### config.mk
export PLATFORM = sky130hd
export DESIGN_NAME = avalon_pio_master
export DESIGN_NICKNAME = d
export VERILOG_FILES = /design/src/rtl/avalon_pio_master.sv
export SDC_FILE = /design/constraint.sdc
export NUM_CORES = 1
export LEC_CHECK = 0
export ABC_AREA = 0
export CAP_MARGIN = 25
export CORE_UTILIZATION = 56
export CTS_CLUSTER_DIAMETER = 50
export CTS_CLUSTER_SIZE = 14
export DETAILED_ROUTE_END_ITERATION = 8
export DONT_BUFFER_PORTS = 1
export PLACE_DENSITY_LB_ADDON = 0.2
export SYNTH_ARGS = -nofsm -noshare
export SYNTH_HDL_FRONTEND = slang
export SYNTH_SLANG_ARGS = --single-unit
### constraint.sdc
create_clock -name clk -period 1.9 [get_ports clk]
set_input_delay 0.38 -clock clk [delete_from_list [all_inputs] [get_ports clk]]
set_output_delay 0.38 -clock clk [all_outputs]
set_load 0.05 [all_outputs]
### src/rtl/avalon_pio_master.sv
// avalon_pio_master: turns a valid/ready command stream into single Avalon-MM transfers, one response per command.
module avalon_pio_master #(
  parameter int ADDR_W       = 2,
  parameter int DATA_W       = 32,
  parameter int READ_LATENCY = 0,
  parameter int TIMEOUT      = 255,
  parameter int TMO_W        = 8
) (
  input  logic              clk,
  input  logic              reset_n,
  input  logic              cmd_valid,
  output logic              cmd_ready,
  input  logic              cmd_write,
  input  logic [ADDR_W-1:0] cmd_addr,
  input  logic [DATA_W-1:0] cmd_wdata,
  output logic              rsp_valid,
  input  logic              rsp_ready,
  output logic [DATA_W-1:0] rsp_rdata,
  output logic              rsp_err,
  output logic [ADDR_W-1:0] avm_address,
  output logic              avm_chipselect,
  output logic              avm_write_n,
  output logic [DATA_W-1:0] avm_writedata,
  input  logic [DATA_W-1:0] avm_readdata,
  input  logic              avm_waitrequest
);
  typedef enum logic [1:0] {IDLE, ACCESS, RDWAIT, RESP} state_t;
  state_t            state_q;
  logic [TMO_W-1:0]  tmo_q;
  logic [1:0]        lat_q;
  logic              cmd_ready_q, rsp_valid_q, rsp_err_q, cs_q, write_n_q;
  logic [DATA_W-1:0] rdata_q, wdata_q;
  logic [ADDR_W-1:0] addr_q;
  logic              tmo_hit;
  // Abort on the stall cycle that would bring the count up to TIMEOUT.
  assign tmo_hit = (TIMEOUT != 0) && (tmo_q == TMO_W'(TIMEOUT - 1));
  always_ff @(posedge clk or negedge reset_n) begin
    if (!reset_n) begin
      state_q     <= IDLE;
      tmo_q       <= '0;
      lat_q       <= '0;
      cmd_ready_q <= 1'b1;
      rsp_valid_q <= 1'b0;
      rsp_err_q   <= 1'b0;
      rdata_q     <= '0;
      cs_q        <= 1'b0;
      write_n_q   <= 1'b1;
      addr_q      <= '0;
      wdata_q     <= '0;
    end else begin
      case (state_q)
        IDLE: if (cmd_valid) begin
          cmd_ready_q <= 1'b0;
          cs_q        <= 1'b1;
          write_n_q   <= ~cmd_write;
          addr_q      <= cmd_addr;
          wdata_q     <= cmd_wdata;
          state_q     <= ACCESS;
        end
        ACCESS: if (!avm_waitrequest) begin
          cs_q      <= 1'b0;
          write_n_q <= 1'b1;
          tmo_q     <= '0;
          rsp_err_q <= 1'b0;
          if (!write_n_q) begin
            rdata_q     <= '0;
            rsp_valid_q <= 1'b1;
            state_q     <= RESP;
          end else if (READ_LATENCY == 0) begin
            rdata_q     <= avm_readdata;
            rsp_valid_q <= 1'b1;
            state_q     <= RESP;
          end else begin
            lat_q   <= 2'(READ_LATENCY - 1);
            state_q <= RDWAIT;
          end
        end else if (tmo_hit) begin
          cs_q        <= 1'b0;
          write_n_q   <= 1'b1;
          tmo_q       <= '0;
          rsp_err_q   <= 1'b1;
          rdata_q     <= '0;
          rsp_valid_q <= 1'b1;
          state_q     <= RESP;
        end else begin
          tmo_q <= tmo_q + 1'b1;
        end
        RDWAIT: if (lat_q == '0) begin
          rdata_q     <= avm_readdata;
          rsp_err_q   <= 1'b0;
          rsp_valid_q <= 1'b1;
          state_q     <= RESP;
        end else begin
          lat_q <= lat_q - 1'b1;
        end
        RESP: if (rsp_ready) begin
          rsp_valid_q <= 1'b0;
          cmd_ready_q <= 1'b1;
          state_q     <= IDLE;
        end
      endcase
    end
  end
  assign cmd_ready      = cmd_ready_q;
  assign rsp_valid      = rsp_valid_q;
  assign rsp_rdata      = rdata_q;
  assign rsp_err        = rsp_err_q;
  assign avm_address    = addr_q;
  assign avm_chipselect = cs_q;
  assign avm_write_n    = write_n_q;
  assign avm_writedata  = wdata_q;
endmodule

==> results.md, run 1 <==
- Worst-path fanout max: 8
- Seq/Total Area, Yosys: 60.1%
- Vias in the first global route: 1963
- Synth top area share: 58.6%
- Post-Syn Instances: 245
- Largest net degree at the start of global routing: 84
- Flops & latches, synth: 83
- Post-Syn Area: 0.00346 mm²
- Placed wire-length estimate: 4.46 mm
- Critical path's slowest cell: or4b_4
- Final setup fails: 0
- Clock sinks: 83
- Final worst slack: 37.3 ps
- Total gr overflow: 0
- CTS Root Cell: clkbuf_8
- Crit-path cells: buf_6 -> ha_4 -> or4b_4 -> a21boi_4 -> buf_12 -> clkbuf_16 -> a22o_1
- Period utilization: 98.0%
- Worst path max stage delay: 540 ps
- R2R Path Start: state_q[1]$_DFFE_PN0P_
- Hold WC Path Type: in2async
- Max clock buf depth: 2
- Layout cell share with drive strength beyond 1: 33.2%
- Initial DRC count: 36
- Worst Setup Start Kind: flop
- Cell taking the most area after synthesis: dfrtp_1
- Hold Slack: -274 ps
- WP data arrival: 2130 ps
- Max cap viols: 0
- Port bufs: 0
- Peak Freq: 537 MHz
- Global-route usage over all layers: 20.3%
- Die footprint: 0.00649 mm²
- FP Rows: 28
- Top-level I/O count: 143
- Reg2Reg Depth: 7
- Syn avg cell area: 14.1 µm²
- Synth-to-layout area growth: 13.7%
- CP endpoint kind: flop
- Reg2Reg Capture Point: rsp_rdata[25]$_DFFE_PN0P_
- Worst-Margin Slew: 515 ps
- Core box area: 0.00596 mm²
- Post-synth top cells: dfrtp_1 (81), mux2_2 (35), a22o_1 (32)
- Outcome: finished with violations
- Library cells used by synthesis: 36
- Hold Vio Cnt, Final: 83
- Synth top area cells: dfrtp_1 (59%), mux2_2 (11%), a22o_1 (8.1%)
- Final critical-path required period: 1860 ps
- Worst Path Required: 2170 ps
- CTS tree: done
- Via count: 2056
- Crit path kind: reg2reg
- Asr flop ratio synth: 100%
- Number of synthesized flops with an enable pin: 0
- First-pass GRT wire length: 9.78 mm
- Clock slew at reported path FFs: 80 ps
- Clk_lat worst skew: 340 ps
- DIE WIDTH: 80.6 µm
- Final WL: 7.07 mm
- Pins Over Slew Limit: 0
- Initial core utilization: 58.1%
- Cell with the most instances after synthesis: dfrtp_1
- DRC errors left: 0
- Net count, final: 344
- Synthesis warning total: 0
- Max-slew headroom: 65.7%
- Gpl congestion: 0.763
- Top FF cell, synth: dfrtp_1
- CTS Buf Count: 9
- CTS H-Tree Depth: 3
- Violated checks: negative hold slack
- R2R setup slack: 40 ps
- Antenna cells: 0
- TritonRoute pass-1 iters: 4
- Pre-CTS WS: 13.1 ps
- Mapped Nets: 326
- Via-to-Cell Ratio: 5.99
- DIE HEIGHT: 80.6 µm
- Final antenna-violating net count: 0
- Initial antenna violation count: 0
- Avg WL per Cell: 20.6 µm
- Clk_skew: 12.5 ps
## critical path, delay by kind of cell, from the launching register on
kind                       cells  cell delay [ps]
AOI/OAI and AO/OA              2              300
adders and majority gates      1              150
buffers and inverters          3              430
DFF                            1              400
and+or+nand+nor                1              540
## flip-flops by register name, indices dropped and copies added (netlist names)
signal,count
avm_writedata,32
rsp_rdata,32
tmo_q,8
avm_address,2
lat_q,2
state_q,2
avm_chipselect,1
avm_write_n,1
cmd_ready,1
rsp_err,1
rsp_valid,1
## per-layer routing
layer | up-vias | GRT usage, % | share of wire (%)
met4 | 0 | 10.5 | 2.0
met1 | 1026 | 25.4 | 42
met5 | - | 0 | 0
li1 | 931 | - | -
met2 | 86 | 31.9 | 49
met3 | 13 | 5.80 | 7.8
## how the worst max path moves through the flow
stage	start	to	slack, ps	depth (start not counted)
after global placement	state_q[1]$_DFFE_PN0P_	rsp_rdata[1]$_DFFE_PN0P_	50	7
final	state_q[1]$_DFFE_PN0P_	rsp_rdata[25]$_DFFE_PN0P_	40	7
after global routing	state_q[1]$_DFFE_PN0P_	rsp_rdata[25]$_DFFE_PN0P_	-10	7
after CTS	state_q[1]$_DFFE_PN0P_	rsp_rdata[1]$_DFFE_PN0P_	10	7
after detailed placement	state_q[1]$_DFFE_PN0P_	rsp_rdata[1]$_DFFE_PN0P_	10	7
after floorplan	state_q[1]$_DFFE_PN0P_	rsp_rdata[10]$_DFFE_PN0P_	10	8
## cell usage in the layout, fill, tap and decap left out, types with 2 or more instances in the layout
cell type	n
nand2_1	12
mux2i_1	4
a22o_2	4
nand2_4	2
inv_2	2
nand2b_1	4
bufinv_16	2
o2bb2ai_1	2
o22ai_1	2
a21oi_1	6
mux2_2	35
nor2_1	7
o21ai_0	3
clkbuf_1	2
buf_4	10
clkbuf_16	2
inv_1	4
nand3_1	3
buf_6	2
ha_4	2
a211o_2	2
ha_1	7
dfrtp_1	80
buf_12	4
nor3_1	3
clkbuf_8	10
a22o_1	32
dfstp_2	2
## cells by family after synthesis
logic type / after synthesis / synth area share [%]
xor+xnor: 1 / 0.253
simple gates: 36 / 5.54
compound gates: 58 / 14.2
mux: 39 / 12.6
flops: 83 / 60.1
buf+inv: 19 / 4.05
fa+ha+maj: 9 / 3.26
## area by class of cell
cell class,instances,area [µm²]
repair buffers,18,228
fillers,438,2020
well taps,75,93.8
flip-flops and latches,83,2080
clock buffers,12,145
inverters,7,31.3
clock inverters,4,73.8
multi-input cells,144,1280
## metrics by stage
stage / util (%) / std cells / hold WS, ps / instance area [µm²] / setup TNS [ps]
6_report: 66.0 / 343 / -274 / 3930 / 0
5_1_grt: 66.0 / 343 / -295 / 3930 / -31.6
4_1_cts: 63.3 / 335 / -284 / 3770 / 0
3_5_place_dp: 59.6 / 319 / 86.3 / 3550 / 0
3_3_place_gp: 59.6 / 319 / 86.0 / 3550 / 0
2_1_floorplan: - / 245 / 84.4 / 3460 / 0
## repair_timing
action	4_1_cts	5_1_grt
endpoints found under the hold margin	83	83
setup buffers	0	4
endpoints found under the setup margin	0	33
resized for setup	0	11
Power of run 1 is left out: the tool's default activity adds up to more than one toggle a clock period on the data nets, which glitch-free logic cannot reach.
==> run 2: changes to the inputs <==
ABC_AREA = default   (was 0)
SETUP_SLACK_MARGIN = 0.15   (was default)
==> results.md, run 2 (same netlist as run 1, synthesis figures left out) <==
- Max cap viols: 0
- Initial core utilization: 58.1%
- Reg2Reg Capture Point: rsp_rdata[4]$_DFFE_PN0P_
- Hold Slack: -268 ps
- Post-CTS Setup Inserts: 0
- Crit-path cells: inv_2 -> ha_4 -> inv_6 -> or4b_4 -> a21boi_4 -> buf_12 -> a22o_1
- Design Area, Final: 0.00379 mm²
- Port bufs: 0
- Worst path max stage delay: 520 ps
- Total gr overflow: 0
- Gpl congestion: 0.774
- Crit path kind: reg2reg
- Worst Setup Start Kind: flop
- Hold WC Path Type: in2async
- Outcome: finished with violations
- R2R setup slack: 10 ps
- Placed cell areas: 0.00356 mm²
- Net count, final: 335
- Violated checks: negative hold slack
- R2R Path Start: state_q[1]$_DFFE_PN0P_
- Worst-Margin Slew: 503 ps
- Via-to-Cell Ratio: 6.08
- Largest net degree at the start of global routing: 84
- Crit path from: state_q[1]$_DFFE_PN0P_
- Final antenna-violating net count: 0
- CTS Root Cell: clkbuf_8
- Reg2Reg Depth: 7
- Final setup fails: 0
- Levels on crit path: 7
- Period utilization: 99.4%
- Clk_skew: 8.01 ps
- CP endpoint: rsp_rdata[4]$_DFFE_PN0P_
- Pins Over Slew Limit: 0
- Global-route usage over all layers: 20.8%
- Initial antenna violation count: 0
- Crit path max-delay family: simple AND/OR/NAND/NOR gates
- Top-level I/O count: 143
- Final TNS setup: 0 ps
- Initial DRC count: 89
- Clock sinks: 83
- TritonRoute pass-1 iters: 5
- Final critical-path required period: 1890 ps
- Hold Vio Cnt, Final: 83
- Via count: 2024
- Max-slew headroom: 66.5%
- Critical path's slowest cell: or4b_4
- Vias in the first global route: 1963
- First-pass GRT wire length: 9.89 mm
- CP endpoint kind: flop
- Max clock buf depth: 2
- CTS H-Tree Depth: 3
- WP data arrival: 2150 ps
- DRC errors left: 0
- FP Rows: 28
- Peak Freq: 530 MHz
- Most common cell after layout, fill and taps aside: dfrtp_1
- Worst-path fanout max: 32
- CTS Buf Count: 9
- Clk_lat worst skew: 340 ps
- Layout cell share with drive strength beyond 1: 30.6%
- Avg WL per Cell: 19.7 µm
- Core box area: 0.00596 mm²
- Fillcell total: 464
- Buffers and inverters on the worst path: 3
- Commonest non-fill, non-tap cells in the layout: dfrtp_1 (79), mux2_2 (35), a22o_1 (32)
- DIE WIDTH: 80.6 µm
- Synth-to-layout area growth: 9.62%
- Clock slew at reported path FFs: 80 ps
- Placed wire-length estimate: 4.43 mm
- Final WL: 6.56 mm
- Worst Path Required: 2160 ps
- Antenna cells: 0
- Die footprint: 0.00649 mm²
- CTS tree: done
- Unrepaired setup endpoints after global routing: true
- DIE HEIGHT: 80.6 µm
==> run 2: worst register-to-register path, stage by stage (launching register included) <==
cell and delay (ps):
dfrtp_2 450, inv_2 100, ha_4 150, inv_6 50, or4b_4 520, a21boi_4 160
buf_12 190, a22o_1 190
==> run 2: cell type report <==
| type | count | area (µm²) | share of cell area (%) |
|---|---|---|---|
| sequential | 83 | 2080 | 54.9 |
| clock buffer | 11 | 141 | 3.73 |
| inverter | 7 | 31.3 | 0.825 |
| tap | 75 | 93.8 | 2.48 |
| multi-input combinational | 143 | 1250 | 33.1 |
| clock inverter | 4 | 51.3 | 1.35 |
| timing repair buffer | 10 | 138 | 3.63 |
==> run 2: routing by layer <==
metal  share of wire (%)  global-route usage (%)
met4                 1.3                    9.11
met2                  50                    32.5
met1                  40                    25.9
met3                 8.9                    7.61
met5                   0                       0
==> run 2: stage by stage <==
step,utilization [%],setup WS (ps),hold slack (ps),std cells
after floorplan,-,73.5,84.4,245
after global placement,59.8,87.9,86.3,317
after detailed placement,59.8,-9.14,86.4,317
after CTS,63.7,9.88,-290,333
after global routing,63.7,-62.5,-304,333
final,63.7,11.9,-268,333
==> run 2: worst min path at each step <==
stage	startpoint	to	cells past startpoint
floorplan	reset_n	avm_address[0]$_DFFE_PN0P_	0
global placement	reset_n	rsp_rdata[17]$_DFFE_PN0P_	0
detailed placement	reset_n	rsp_rdata[11]$_DFFE_PN0P_	0
CTS	reset_n	state_q[1]$_DFFE_PN0P_	0
global route	reset_n	rsp_rdata[11]$_DFFE_PN0P_	0
finish	reset_n	rsp_rdata[31]$_DFFE_PN0P_	0
==> run 2: what timing repair did <==
item                       CTS  global route
gates cloned                 1             0
setup endpoints to repair   66            70
hold endpoints to repair    83            83
gates resized for setup      3             1
Power of run 2 is left out for the same reason.
==> edit 1: new RTL, config.mk and constraints of run 2 <==
Change the parameter `TMO_W` from 8 to 7.
--- a/src/rtl/avalon_pio_master.sv
+++ b/src/rtl/avalon_pio_master.sv
@@ -6,3 +6,3 @@
   parameter int TIMEOUT      = 255,
-  parameter int TMO_W        = 8
+  parameter int TMO_W        = 7
 ) (
Behaviour: same outputs for any inputs over 10 cycles, from zero or initial values and one cycle with reset_n low; that may be too few to reach the edited logic, so the function may still have changed.
==> edit 1 against run 2 <==
The flow still finishes with violations (hold timing). Setup slack improved by 180 ps. Clock skew rose by 4.4 ps. Cell count rose by 20%. Final area rose by 4.0%. Synthesized area rose by 1.8%. Highest routed layer unchanged. Sequential cell count fell by 1. Core utilization rose by 2.1 points. Routed wire length rose by 14%.
Power is left out: the tool's default activity adds up to more than one toggle a clock period on the data nets, which glitch-free logic cannot reach.
==> edit 1: results <==
[finish]
fin_nets = 402
drive_gt1_share_pct = 24.5
antenna_cells = 0

[sta]
clock_skew_ps = 12.4
holdWs_ps = -287
hold_viol_final = 82
tightest_slew_ps = 536

[global_route]
grt.total_usage_pct = 22.7
grt_pass1_vias = 2219
antenna_found_initial = 0
grt_max_degree = 83
grt.overflow.total = 0
grt_first_pass_wirelength_um = 10900

[placed_design]
port_buffers = 0
place_area_um2 = 3630
dpl.hpwl_um = 4820
gp_congestion = 0.782
dpl_worst_slack_ps = 132

[clock_network]
cts_buffer_depth = 2
root_buffer = clkbuf_8
clk_pin_slew_worst_paths_ps = 90
clk_latency_ps = 350
cts_buffers = 9
htree_levels = 3

[worst_setup_path]
worstPathMaxFanout = 4
cp_data_arrival_time_ps = 1940

[yosys]
synthDistinctLibCells = 30
ys.flop_type = dfrtp_1
synth.area.top_cells = dfrtp_1 (57%), mux2_2 (12%), o21ai_0 (8.7%)
ys_async_sr_fraction_pct = 100
yosys-top-cells-count = dfrtp_1 (80), o21ai_0 (61), nand2_1 (38)
yosysWarnings = 0
syn_nets = 391
ys_seq_area_share_pct = 58.3

[drt]
num_vias = 2360
wl_per_cell_um = 18.7
dr.pass1.iters = 4
drt-initial-drc-count = 135

[status]
violations = hold timing
status = complete, but fails checks

[min_path]
hold_path_class = in -> async
-- edit 1: cell count changes in the layout (fill, tap and decap cells not counted), moves of 3 or more --
cell / change
nor2_1: -7
a22o_2: -4
or2_4: +3
a22o_1: -32
o21ai_0: +57
nand2_1: +26
o21ai_1: +8
inv_1: +10
buf_4: +3
o22ai_1: +4
-- edit 1: cell type report --
cell class              count  area, um2
clock inverters             7       70.1
fillers                   481       2050
clock buffers               9        124
inverters                  16       60.1
flip-flops and latches     82       2060
well taps                  75       93.8
repair buffers             14        159
multi-input cells         198       1380
-- edit 1: worst max-delay path: stages (launching register included) --
cell and delay (ps):
dfrtp_2 420, inv_2 60, ha_1 210, nand2_2 110, a31oi_4 40, buf_4 150
a211o_1 290, mux2_4 300
-- edit 1: routing by layer --
metal | share of wire (%) | vias to the layer above | global-route usage (%)
met5 | 0 | - | 0
met3 | 10 | 6 | 8.76
met1 | 41 | 1145 | 28.4
met4 | 1.0 | 0 | 7.50
li1 | - | 1097 | -
met2 | 48 | 112 | 35.8
-- edit 1: path summary, 6_finish.rpt --
check	slack, ps	to	startpoint	depth (start not counted)
worst min register to register	480	lat_q[0]	lat_q[0]	1
max in group asynchronous	1950	cmd_ready	reset_n	0
min in group clk	150	rsp_rdata[28]	avm_readdata[28]	2
worst min-delay path	-290	rsp_rdata[14]	reset_n	0
worst max register to register	190	state_q[1]	state_q[1]	7
worst max-delay path	190	state_q[1]	state_q[1]	7
-- edit 1: timing repair --
item	4_1_cts	5_1_grt
buffers inserted	2	3
pin swaps	1	2
endpoints found under the hold margin	82	82
resized for setup	3	15
gates cloned	1	1
setup endpoints to repair	25	39
-- edit 1: kinds of logic (layout without fill, tap and decap cells) --
kind of cell / Yosys count / in the layout / share of synthesized area (%)
compound gates: 89 / 89 / 13.7
mux: 42 / 42 / 13.4
flops: 82 / 82 / 58.3
buf+inv: 32 / 46 / 4.12
fa+ha+maj: 9 / 9 / 3.20
xor+xnor: 1 / 1 / 0.249
simple gates: 55 / 57 / 7.03
-- edit 1: per-stage QoR --
step,cells,hold WS (ps),util (%)
6_report,401,-287,65.8
4_1_cts,397,-297,64.3
3_5_place_dp,378,86.0,60.5
2_1_floorplan,310,84.4,-
5_1_grt,401,-312,65.8
3_3_place_gp,378,85.9,60.5
==> edit 2: new RTL, settings of run 2 <==
Without the edit above. Reset style: synchronous (`reset_n`), changed in one clocked block.
--- a/src/rtl/avalon_pio_master.sv
+++ b/src/rtl/avalon_pio_master.sv
@@ -36,3 +36,3 @@
   assign tmo_hit = (TIMEOUT != 0) && (tmo_q == TMO_W'(TIMEOUT - 1));
-  always_ff @(posedge clk or negedge reset_n) begin
+  always_ff @(posedge clk) begin
     if (!reset_n) begin
Formal check against the unedited RTL: differs if reset_n is asserted again (counterexample within 4 cycles, from zero or initial values and one cycle with reset_n low); with reset_n held inactive, the same outputs for 10 cycles.
==> edit 2 against run 2 <==
Sequential cell count did not move. Highest routed layer unchanged. Clock skew rose by 3.2 ps. Cell count rose by 43%. Final area rose by 2.5%. Routed wire length rose by 11%. Die area rose by 0.88%. Setup slack improved by 190 ps. Synthesized area rose by 0.90%.
==> edit 2: results <==
[status]
status = complete, no violations

[clock_network]
cts_resized = 10
clk_latency_ps = 350
post_cts_buffers = 3
clk_pin_slew_worst_paths_ps = 80

[finish]
n_all_inverters = 8
fillers = 517
bufAreaShareNonClock_pct = 4.83
fin_nets = 478
multi_input_comb_cells = 282
n_all_buffers = 13
sh_seq_area_pct = 43.0
final-seq-area_um2 = 1670
clkCellAreaFrac_pct = 5.15
drive_gt1_share_pct = 10.7
multi_input_area_um2 = 1700

[drt]
drt-initial-drc-count = 139
dr.pass1.iters = 4
post_drt_via_cell_ratio = 5.55
num_vias = 2647
wirelength_um = 7310

[placed_design]
dp_cells = 456
gp_congestion = 0.781
dpl.hpwl_um = 4740
dpl_worst_slack_ps = 86.0
place_area_um2 = 3550
port_buffers = 0

[yosys]
synth.area.top_cells = dfxtp_1 (48%), nand2_1 (15%), mux2i_1 (10%)
synthDistinctLibCells = 34
ys_seq_area_share_pct = 47.6
syn_avg_cell_area_um2 = 8.81
ys_async_sr_fraction_pct = 0
yosys-top-cells-count = nand2_1 (144), dfxtp_1 (83), mux2i_1 (36)

[sta]
clock_skew_ps = 11.2
setup_ws_ps = 199
holdWs_ps = 146
slew_headroom_pct = 62.5

[worst_setup_path]
crit_start = tmo_q[5]
r2r_start = tmo_q[5]
cpMaxStageDelayCell = dfxtp_1
critPathMaxStageDelay_ps = 440
cp-endpoint = rsp_rdata[28]
cp_data_arrival_time_ps = 1960
r2r_cells = 5
worstPathMaxFanout = 17

[global_route]
grt_first_pass_wirelength_um = 11100
grt_pass1_vias = 2334
grt_max_degree = 87
grt.total_usage_pct = 22.2

[min_path]
hold_path_class = in -> reg

[pwr]
power_mw = 6.32
combPwrFrac_pct = 26.2
## edit 2: cell count changes after synthesis, moves of 32 or more
cell / delta
a21boi_0: +34
dfrtp_1: -81
dfxtp_1: +83
mux2_2: -35
mux2i_1: +32
nand2_1: +132
## edit 2: cells by family after synthesis
family,after synthesis,synth area share [%]
DFF,83,47.6
xor gates and xnor gates,2,0.502
AOI/OAI and AO/OA,65,13.5
adders and majority gates,9,3.23
buffers and inverters,31,4.73
and+or+nand+nor,170,20.1
muxes,36,10.3
## edit 2: routing by layer
metal,vias to the layer above,GRT usage (%),part of all wire [%]
li1,1317,-,-
met1,1221,27.6,43
met2,97,36.3,48
met3,12,5.62,7.1
met4,0,9.82,1.5
met5,-,0,0
## edit 2: critical path: cells and delay by family (launching register included)
| kind | cells | cell delay (ps) |
|---|---|---|
| and+or+nand+nor | 2 | 480 |
| DFF | 1 | 440 |
| muxes | 1 | 260 |
| buffers and inverters | 1 | 220 |
| AOI/OAI and AO/OA | 1 | 210 |
